### src/rtl/seq_chunk_mult_pkg.sv
// Shared types and elaboration helpers for the sequential chunked multiplier.
package seq_chunk_mult_pkg;

    // Control states: waiting for operands, accumulating partial products,
    // presenting the product until the consumer takes it.
    typedef enum logic [1:0] {
        IDLE = 2'd0,
        RUN  = 2'd1,
        DONE = 2'd2
    } state_t;

    // Number of CHUNK-bit digits in one WIDTH-bit operand.
    function automatic int calc_nc(input int width, input int chunk);
        return width / chunk;
    endfunction

    // Width of a digit counter that must reach nc-1. A single-digit operand
    // still gets a 1-bit counter so the datapath never has zero-width vectors.
    function automatic int cnt_width(input int nc);
        return (nc > 1) ? $clog2(nc) : 1;
    endfunction

endpackage

### src/rtl/chunk_mult.sv
// Combinational CHUNK x CHUNK -> 2*CHUNK unsigned digit multiplier.
// The sequential top shares a single instance across every digit pair.
module chunk_mult #(
    parameter int CHUNK = 2
) (
    input  logic [CHUNK-1:0]   x,
    input  logic [CHUNK-1:0]   y,
    output logic [2*CHUNK-1:0] prod
);

    // Both operands are widened first so the product cannot be truncated.
    assign prod = (2*CHUNK)'(x) * (2*CHUNK)'(y);

endmodule

### src/rtl/seq_chunk_mult.sv
// Iterative unsigned multiplier. Each WIDTH-bit operand is split into CHUNK-bit
// digits. Every clock in RUN, one digit pair goes through the shared chunk
// multiplier, and its partial product is shifted into a 2*WIDTH-bit accumulator.
// Valid/ready handshakes sit on both the operand side and the product side.
module seq_chunk_mult
    import seq_chunk_mult_pkg::*;
#(
    parameter int WIDTH = 8,
    parameter int CHUNK = 2
) (
    input  logic               clk,
    input  logic               rst_n,
    input  logic               in_valid,
    output logic               in_ready,
    input  logic [WIDTH-1:0]   a,
    input  logic [WIDTH-1:0]   b,
    output logic               out_valid,
    input  logic               out_ready,
    output logic [2*WIDTH-1:0] p,
    output logic               busy
);

    localparam int NC = calc_nc(WIDTH, CHUNK);
    localparam int CW = cnt_width(NC);
    localparam logic [CW-1:0] LAST = CW'(NC - 1);

    // Operands must split into a whole number of digits.
    generate
        if (CHUNK < 1 || WIDTH < CHUNK || (WIDTH % CHUNK) != 0) begin : g_bad_params
            $error("seq_chunk_mult: WIDTH must be a positive multiple of CHUNK");
        end
    endgenerate

    state_t             state;
    state_t             state_nxt;
    logic [WIDTH-1:0]   a_reg;
    logic [WIDTH-1:0]   b_reg;
    logic [CW-1:0]      i_cnt;      // a-digit index (outer)
    logic [CW-1:0]      j_cnt;      // b-digit index (inner)
    logic [2*WIDTH-1:0] acc;
    logic [CHUNK-1:0]   a_digit;
    logic [CHUNK-1:0]   b_digit;
    logic [2*CHUNK-1:0] pp;
    logic [2*WIDTH-1:0] pp_shifted;
    logic               accept;
    logic               last_step;

    assign accept    = in_valid && in_ready;
    assign last_step = (i_cnt == LAST) && (j_cnt == LAST);

    // The accumulator drives the product directly. It is only cleared when a
    // new pair is accepted, so p keeps its last value through IDLE.
    assign p = acc;

    // State register.
    always_ff @(posedge clk or negedge rst_n) begin
        // NOTE: state is updated with non-blocking assignments, so every
        // register in this design samples the values from before the edge.
        if (!rst_n) begin
            state <= IDLE;
        end else begin
            state <= state_nxt;
        end
    end

    // Next-state logic and handshake/status outputs.
    always_comb begin
        // NOTE: every output gets a default before the case, so no path can
        // leave one unassigned and infer a latch.
        state_nxt = state;
        in_ready  = 1'b0;
        out_valid = 1'b0;
        busy      = 1'b0;
        unique case (state)
            IDLE: begin
                in_ready = 1'b1;
                if (in_valid) begin
                    state_nxt = RUN;
                end
            end
            RUN: begin
                busy = 1'b1;
                if (last_step) begin
                    state_nxt = DONE;
                end
            end
            DONE: begin
                out_valid = 1'b1;
                if (out_ready) begin
                    state_nxt = IDLE;
                end
            end
            default: begin
                state_nxt = IDLE;
            end
        endcase
    end

    // Digit select. A loop of constant part-selects is used rather than a
    // variable part-select, so no index can point outside the operand.
    always_comb begin
        a_digit = '0;
        b_digit = '0;
        for (int k = 0; k < NC; k++) begin
            if (i_cnt == CW'(k)) begin
                a_digit = a_reg[k*CHUNK +: CHUNK];
            end
            if (j_cnt == CW'(k)) begin
                b_digit = b_reg[k*CHUNK +: CHUNK];
            end
        end
    end

    chunk_mult #(
        .CHUNK (CHUNK)
    ) u_chunk_mult (
        .x    (a_digit),
        .y    (b_digit),
        .prod (pp)
    );

    // The partial product is zero-extended to the accumulator width, then
    // weighted by the combined position of its two digits.
    assign pp_shifted = (2*WIDTH)'(pp) << (CHUNK * (int'(i_cnt) + int'(j_cnt)));

    // Operand capture, digit counters and accumulation.
    always_ff @(posedge clk or negedge rst_n) begin
        if (!rst_n) begin
            a_reg <= '0;
            b_reg <= '0;
            i_cnt <= '0;
            j_cnt <= '0;
            acc   <= '0;
        end else if (accept) begin
            a_reg <= a;
            b_reg <= b;
            i_cnt <= '0;
            j_cnt <= '0;
            acc   <= '0;
        end else if (state == RUN) begin
            acc <= acc + pp_shifted;
            if (j_cnt == LAST) begin
                j_cnt <= '0;
                // Counters go back to zero after the final digit pair, so
                // they never index past the last digit.
                i_cnt <= last_step ? '0 : i_cnt + CW'(1);
            end else begin
                j_cnt <= j_cnt + CW'(1);
            end
        end
    end

endmodule

### config.mk
export PLATFORM = sky130hd
export DESIGN_NAME = seq_chunk_mult
export DESIGN_NICKNAME = d
export VERILOG_FILES = /design/src/rtl/seq_chunk_mult_pkg.sv /design/src/rtl/chunk_mult.sv /design/src/rtl/seq_chunk_mult.sv
export SDC_FILE = /design/constraint.sdc
export NUM_CORES = 1
export LEC_CHECK = 0
export BUFFER_PORTS_ARGS = -buffer_cell sky130_fd_sc_hd__buf_2
export CORE_UTILIZATION = 55
export DETAILED_ROUTE_END_ITERATION = 8
export HOLD_SLACK_MARGIN = 0.08
export PLACE_DENSITY = 0.83
export SYNTH_ARGS = -nofsm -noshare
export SYNTH_HDL_FRONTEND = slang
export SYNTH_SLANG_ARGS = --single-unit
export TNS_END_PERCENT = 5
### constraint.sdc
create_clock -name clk -period 11.78 [get_ports clk]
set_clock_uncertainty 0.15 [all_clocks]
set_input_delay 0.589 -clock clk [delete_from_list [all_inputs] [get_ports clk]]
set_output_delay 0.589 -clock clk [all_outputs]
set_load 0.01 [all_outputs]
# After elaboration in Yosys (flattened, before gate mapping)
# Cells that the tools add are included.
# word_totals
regBits	38
inputBits	20
output_inout_bits	19
elab_cells	56
# op_classes
addsub	4
multipliers	1
eq_ne	11
shifts	1
muxes	24
reduce_logical	9
# ops
cell	n
2-bit 2-to-1 mux	18
16-bit 2-to-1 mux	2
16-bit adder	1
4-bit by 4-bit left shift with 16-bit output	1
2-bit equality test, second input constant	5
2-bit by 1-bit equality test with 1-bit output, second input constant	3
2-bit zero test	3
2-bit != test, second input constant	3
2-bit case mux with 3 select lines	1
2-bit by 1-bit adder with 2-bit output, second input constant	2
2-bit by 2-bit multiplier with 4-bit output	1
2-bit nonzero test	2
2-bit by 2-bit adder with 3-bit output	1
1-bit 2-to-1 mux	3
3-bit AND reduction	1
1-bit logical AND	2
2-bit AND reduction	1

# Longest topological paths before layout
# depth
depth_word	10
depth_mapped	21
mapped_depth_nobuf	21

# Modules after synthesis
# From an unflattened synthesis, not the netlist that was laid out.
# hier_totals
cells_unflattened	309
hier_area_um2	2738.9
# by_module_without_submodules
module	instances	cells_each	area_per_inst_um2	seq_area_each_um2
seq_chunk_mult	1	303	2688.8	950.9
chunk_mult	1	6	50.0	0.0

# Worst setup path after synthesis
# OpenSTA, ideal clock, no wires.
# synth_timing
path_kind	register to register
startpoint	reg i_cnt[1]
endpoint	reg acc[13] (netlist: p[13])
setup_time_ps	138
t_arrival_ps	3648
required_ps	11492
slack_ps	7844
stages_incl_launch_ff	21
n_path_buf	0
period_less_slack_ps	3936
path_cell_list	dfrtp_1 > inv_1 > ha_1 > nor2b_1 > a221oi_1 > nor3_1 > a21oi_1 > nor2_1 > ha_1 > ha_1 > nand2_1 > nor3_1 > o21bai_1 > ha_1 > a21o_1 > a31o_1 > o21ba_2 > a2111oi_4 > o21ai_0 > xnor2_1 > o22ai_1
# synth_via
elab_chain_len	10
elab_cells_between_ends	14
cone_classes	add/sub (2); mul (1); eq/ne (3); shift (1); mux (6); reduce/logical (1)
# synth_rtl
item	line	rtl
start: declaration	seq_chunk_mult.sv:38	logic [CW-1:0] i_cnt;
start signal: assignment	seq_chunk_mult.sv:146	i_cnt <= last_step ? '0 : i_cnt + CW'(1);
2-bit zero test	seq_chunk_mult.sv:105	if (i_cnt == CW'(k)) begin
2-bit 2-to-1 mux (4 in a row)	seq_chunk_mult.sv:105	
2-bit by 2-bit multiplier with 4-bit output	chunk_mult.sv:12	assign prod = (2*CHUNK)'(x) * (2*CHUNK)'(y);
4-bit by 4-bit left shift with 16-bit output *	seq_chunk_mult.sv:124	assign pp_shifted = (2*WIDTH)'(pp) << (CHUNK * (int'(i_cnt) + int'(j_cnt)));
16-bit adder *	seq_chunk_mult.sv:141	acc <= acc + pp_shifted;
16-bit 2-to-1 mux *	seq_chunk_mult.sv:140	end else if (state == RUN) begin
16-bit 2-to-1 mux *	seq_chunk_mult.sv:134	end else if (accept) begin
end signal: assignment	seq_chunk_mult.sv:141	
end: declaration	seq_chunk_mult.sv:40	logic [2*WIDTH-1:0] acc;
# Mark *: on every way between the ends. The rest lies on a longest branch, timed or not. The select of a mux whose other input is x is not followed.
# A chain may end at the register's enable or synchronous reset.

# Worst setup path after layout
# layout_timing
startpoint	reg i_cnt[1]
endpoint	reg acc[14] (netlist: p[14])
# Same word-level chain as after synthesis.

==> impl_metrics.tcl <==
set metrics [dict create \
    synthArstFlopShare_pct 100 \
    slowest_delay_ns 0.46 \
    ys_seq_area_share_pct 36.3 \
    hold_viol_final 0 \
    netlist_area_um2 2620 \
    finalSetupTns_ns 0 \
    final_area_um2 2980 \
    syn_avg_cell_area_um2 9.29 \
    maxCapViolCount 0 \
    synth-simple-area-share_pct 15.5 \
    muxShareOfSynthArea_pct 9.17 \
    first_pass_iters 6 \
    io_buffers 38 \
    die_y_um 71.0 \
    synth_xor_xnor_area_share_pct 4.35 \
    timing.critical_path.to_type "register" \
    grt_max_degree 39 \
    area_delta_synth_final_pct 13.9 \
    peakVddDrop_mv 0.147 \
    postCtsHoldBufs 0 \
    fin_nets 365 \
    synth_compound_area_share_pct 17.5 \
    critPathSlowestCell "dfrtp_1" \
    gp_congestion 0.861 \
    clock.fmax_mhz 225 \
    status "finished, final reports clean" \
    antenna_found_initial 0 \
    cp_max_fo 5 \
    cp_cell_sequence "inv_1, ha_1, nor2b_1, a221oi_1, nor3_1, a21oi_1, nor2_1, ha_1, ha_1, mux2i_1, nor3_1, ha_1, nor2b_1, o21a_1, a31o_2, a311oi_1, a21oi_1, xnor2_1, o21ai_0" \
    grt_use_total_pct 24.8 \
    start_util_pct 58.6 \
    wl_per_cell_um 15.3 \
    cp.required_ns 11.77 \
    powerDensity_nw_per_um2 263 \
    cts-root-buf "clkbuf_8" \
    path_clk_slew_ns 0.08 \
    post_cts_resized 0 \
    grt_pass1_wl_um 9720 \
    worstHoldPathType "in -> async" \
    die_x_um 71.0 \
    synth_edf_count 0 \
    syn_inst 282 \
    vias 2193 \
    ys_warn_count 0 \
    antenna_left 0 \
    fin_crit_ns 4.44 \
    vias_per_cell 5.93 \
    setup_violations 0 \
    io_pins 39 \
    num_rows 24 \
    n_antenna_cell 0 \
    largest_reg_flops 16 \
    rsz0062_at_grt "no" \
    h-tree-depth 2 \
    cts.sinks 38 \
    relSlewSlack_pct 28.6 \
    placedInstanceArea_um2 2840 \
    cp.arrival_ns 4.43 \
    worst_pin_slew_ns 1.07 \
    syn_nets 330 \
    final_cell_mix "nand2_1 (38), dfrtp_1 (38), buf_2 (38)" \
    drc 0 \
    setup.worst_path.start_class "register" \
    criticalPathCategory "reg -> reg" \
    slew_violations 0 \
    clk_latency_ns 0.30 \
    cts_buffer_depth 2 \
    drive_gt1_share_pct 21.4 \
    coreArea_um2 4470 \
    tritoncts "yes" \
    post-cts-setup-buffers 0 \
    hpwl_um 4130 \
    post-route-period-util_pct 37.7 \
    grt_overflow 0 \
    synthFlopType "dfrtp_1" \
    ys_seq_elements 38 \
    synth_fa_ha_area_share_pct 13.9 \
    die-area_um2 5040 \
    drtIter0Drc 88 \
    grt_pass1_vias 2120 \
    ys_types 38 \
    crit_path_frequent_cell "ha_1" \
    cts_buffers 5 \
    synth_top_family_by_area "compound AO/OA/AOI/OAI gates" \
    power.leakage_uw 0.00145 \
    wl_um 5660 \
]
-- worst max-delay path, delay by kind of cell (launching register included) --
kind / cells / cell delay [ns]
compound gates: 7 / 1.57
xor+xnor: 1 / 0.15
fa+ha+maj: 4 / 1.03
buf+inv: 1 / 0.11
flops: 1 / 0.46
mux: 1 / 0.33
simple gates: 5 / 0.46
-- cells by family after synthesis --
| family | Yosys count |
|---|---|
| adder cells (fa/ha/maj) | 28 |
| XOR/XNOR | 13 |
| flip-flops | 38 |
| multiplexers | 22 |
| AND/OR/NAND/NOR | 90 |
| AO/OA/AOI/OAI | 68 |
| buffers and inverters | 23 |
-- per-layer routing --
layer  GRT usage [%]  vias to the layer above  part of all wire (%)
met5               0                        -                     0
met4            11.8                        0                   2.6
met3            4.99                       14                   2.8
met2            39.6                       50                    48
met1            32.6                     1054                    47
li1                -                     1075                     -
-- per-stage QoR --
step	cells	util [%]	hold WS [ns]	setup WS (ns)	total power, µW
after floorplan	282	-	0.143	7.84	538
after global placement	362	63.5	0.338	7.50	620
after detailed placement	362	63.5	0.348	7.37	641
after CTS	370	66.7	0.278	7.35	784
after global routing	370	66.7	0.314	7.04	845
final	370	66.7	0.246	7.34	784
-- cells in the mapped netlist, types with 2 or more instances --
cell,count,area [µm²]
inv_1,12,45.0
o21ai_0,12,60.1
clkbuf_1,9,33.8
or3_1,2,12.5
nor2b_1,9,56.3
o22ai_1,13,81.3
and3_1,2,12.5
mux2i_1,6,60.1
o21bai_1,3,22.5
nand2b_1,3,18.8
nand4_1,4,25.0
buf_1,2,7.51
fa_1,2,40.0
xor2_1,8,70.1
ha_1,26,325
dfrtp_1,38,951
a21o_1,7,52.6
a21oi_1,16,80.1
nand2_1,38,143
nor3_1,8,40.0
o2bb2ai_1,2,17.5
nand3_1,2,10.0
a221oi_1,2,17.5
nor2_1,20,75.1
mux2_2,16,180
and2_1,2,12.5
xnor2_1,5,43.8
o21a_1,3,22.5
-- layout make-up --
cell class	count	area (µm²)
repair buffers	39	198
well taps	52	65.1
flip-flops and latches	38	951
clock inverters	2	60.1
clock buffers	6	82.6
multi-input cells	221	1580
fillers	376	1490
inverters	12	45.0
-- path summary, 6_finish.rpt --
kind / end / cells after the start / start / slack (ns)
min in group clk: b_reg[7]$_DFFE_PN0P_ / 1 / b_reg[7]$_DFFE_PN0P_ / 0.36
min: b_reg[6]$_DFFE_PN0P_ / 1 / rst_n / 0.25
max: p[14]$_DFFE_PN0P_ / 19 / i_cnt[1]$_DFFE_PN0P_ / 7.34
min reg2reg: b_reg[7]$_DFFE_PN0P_ / 1 / b_reg[7]$_DFFE_PN0P_ / 0.36
max reg2reg: p[14]$_DFFE_PN0P_ / 19 / i_cnt[1]$_DFFE_PN0P_ / 7.34
max in group asynchronous: p[7]$_DFFE_PN0P_ / 1 / rst_n / 10.69
-- report_power, final --
part           total [µW]  internal (µW)  switching (µW)
Sequential            234            189            45.6
Clock                 139           90.4            48.4
Combinational         411            175             235
Total                 784            454             329
Power figures use the tool's default switching activity.
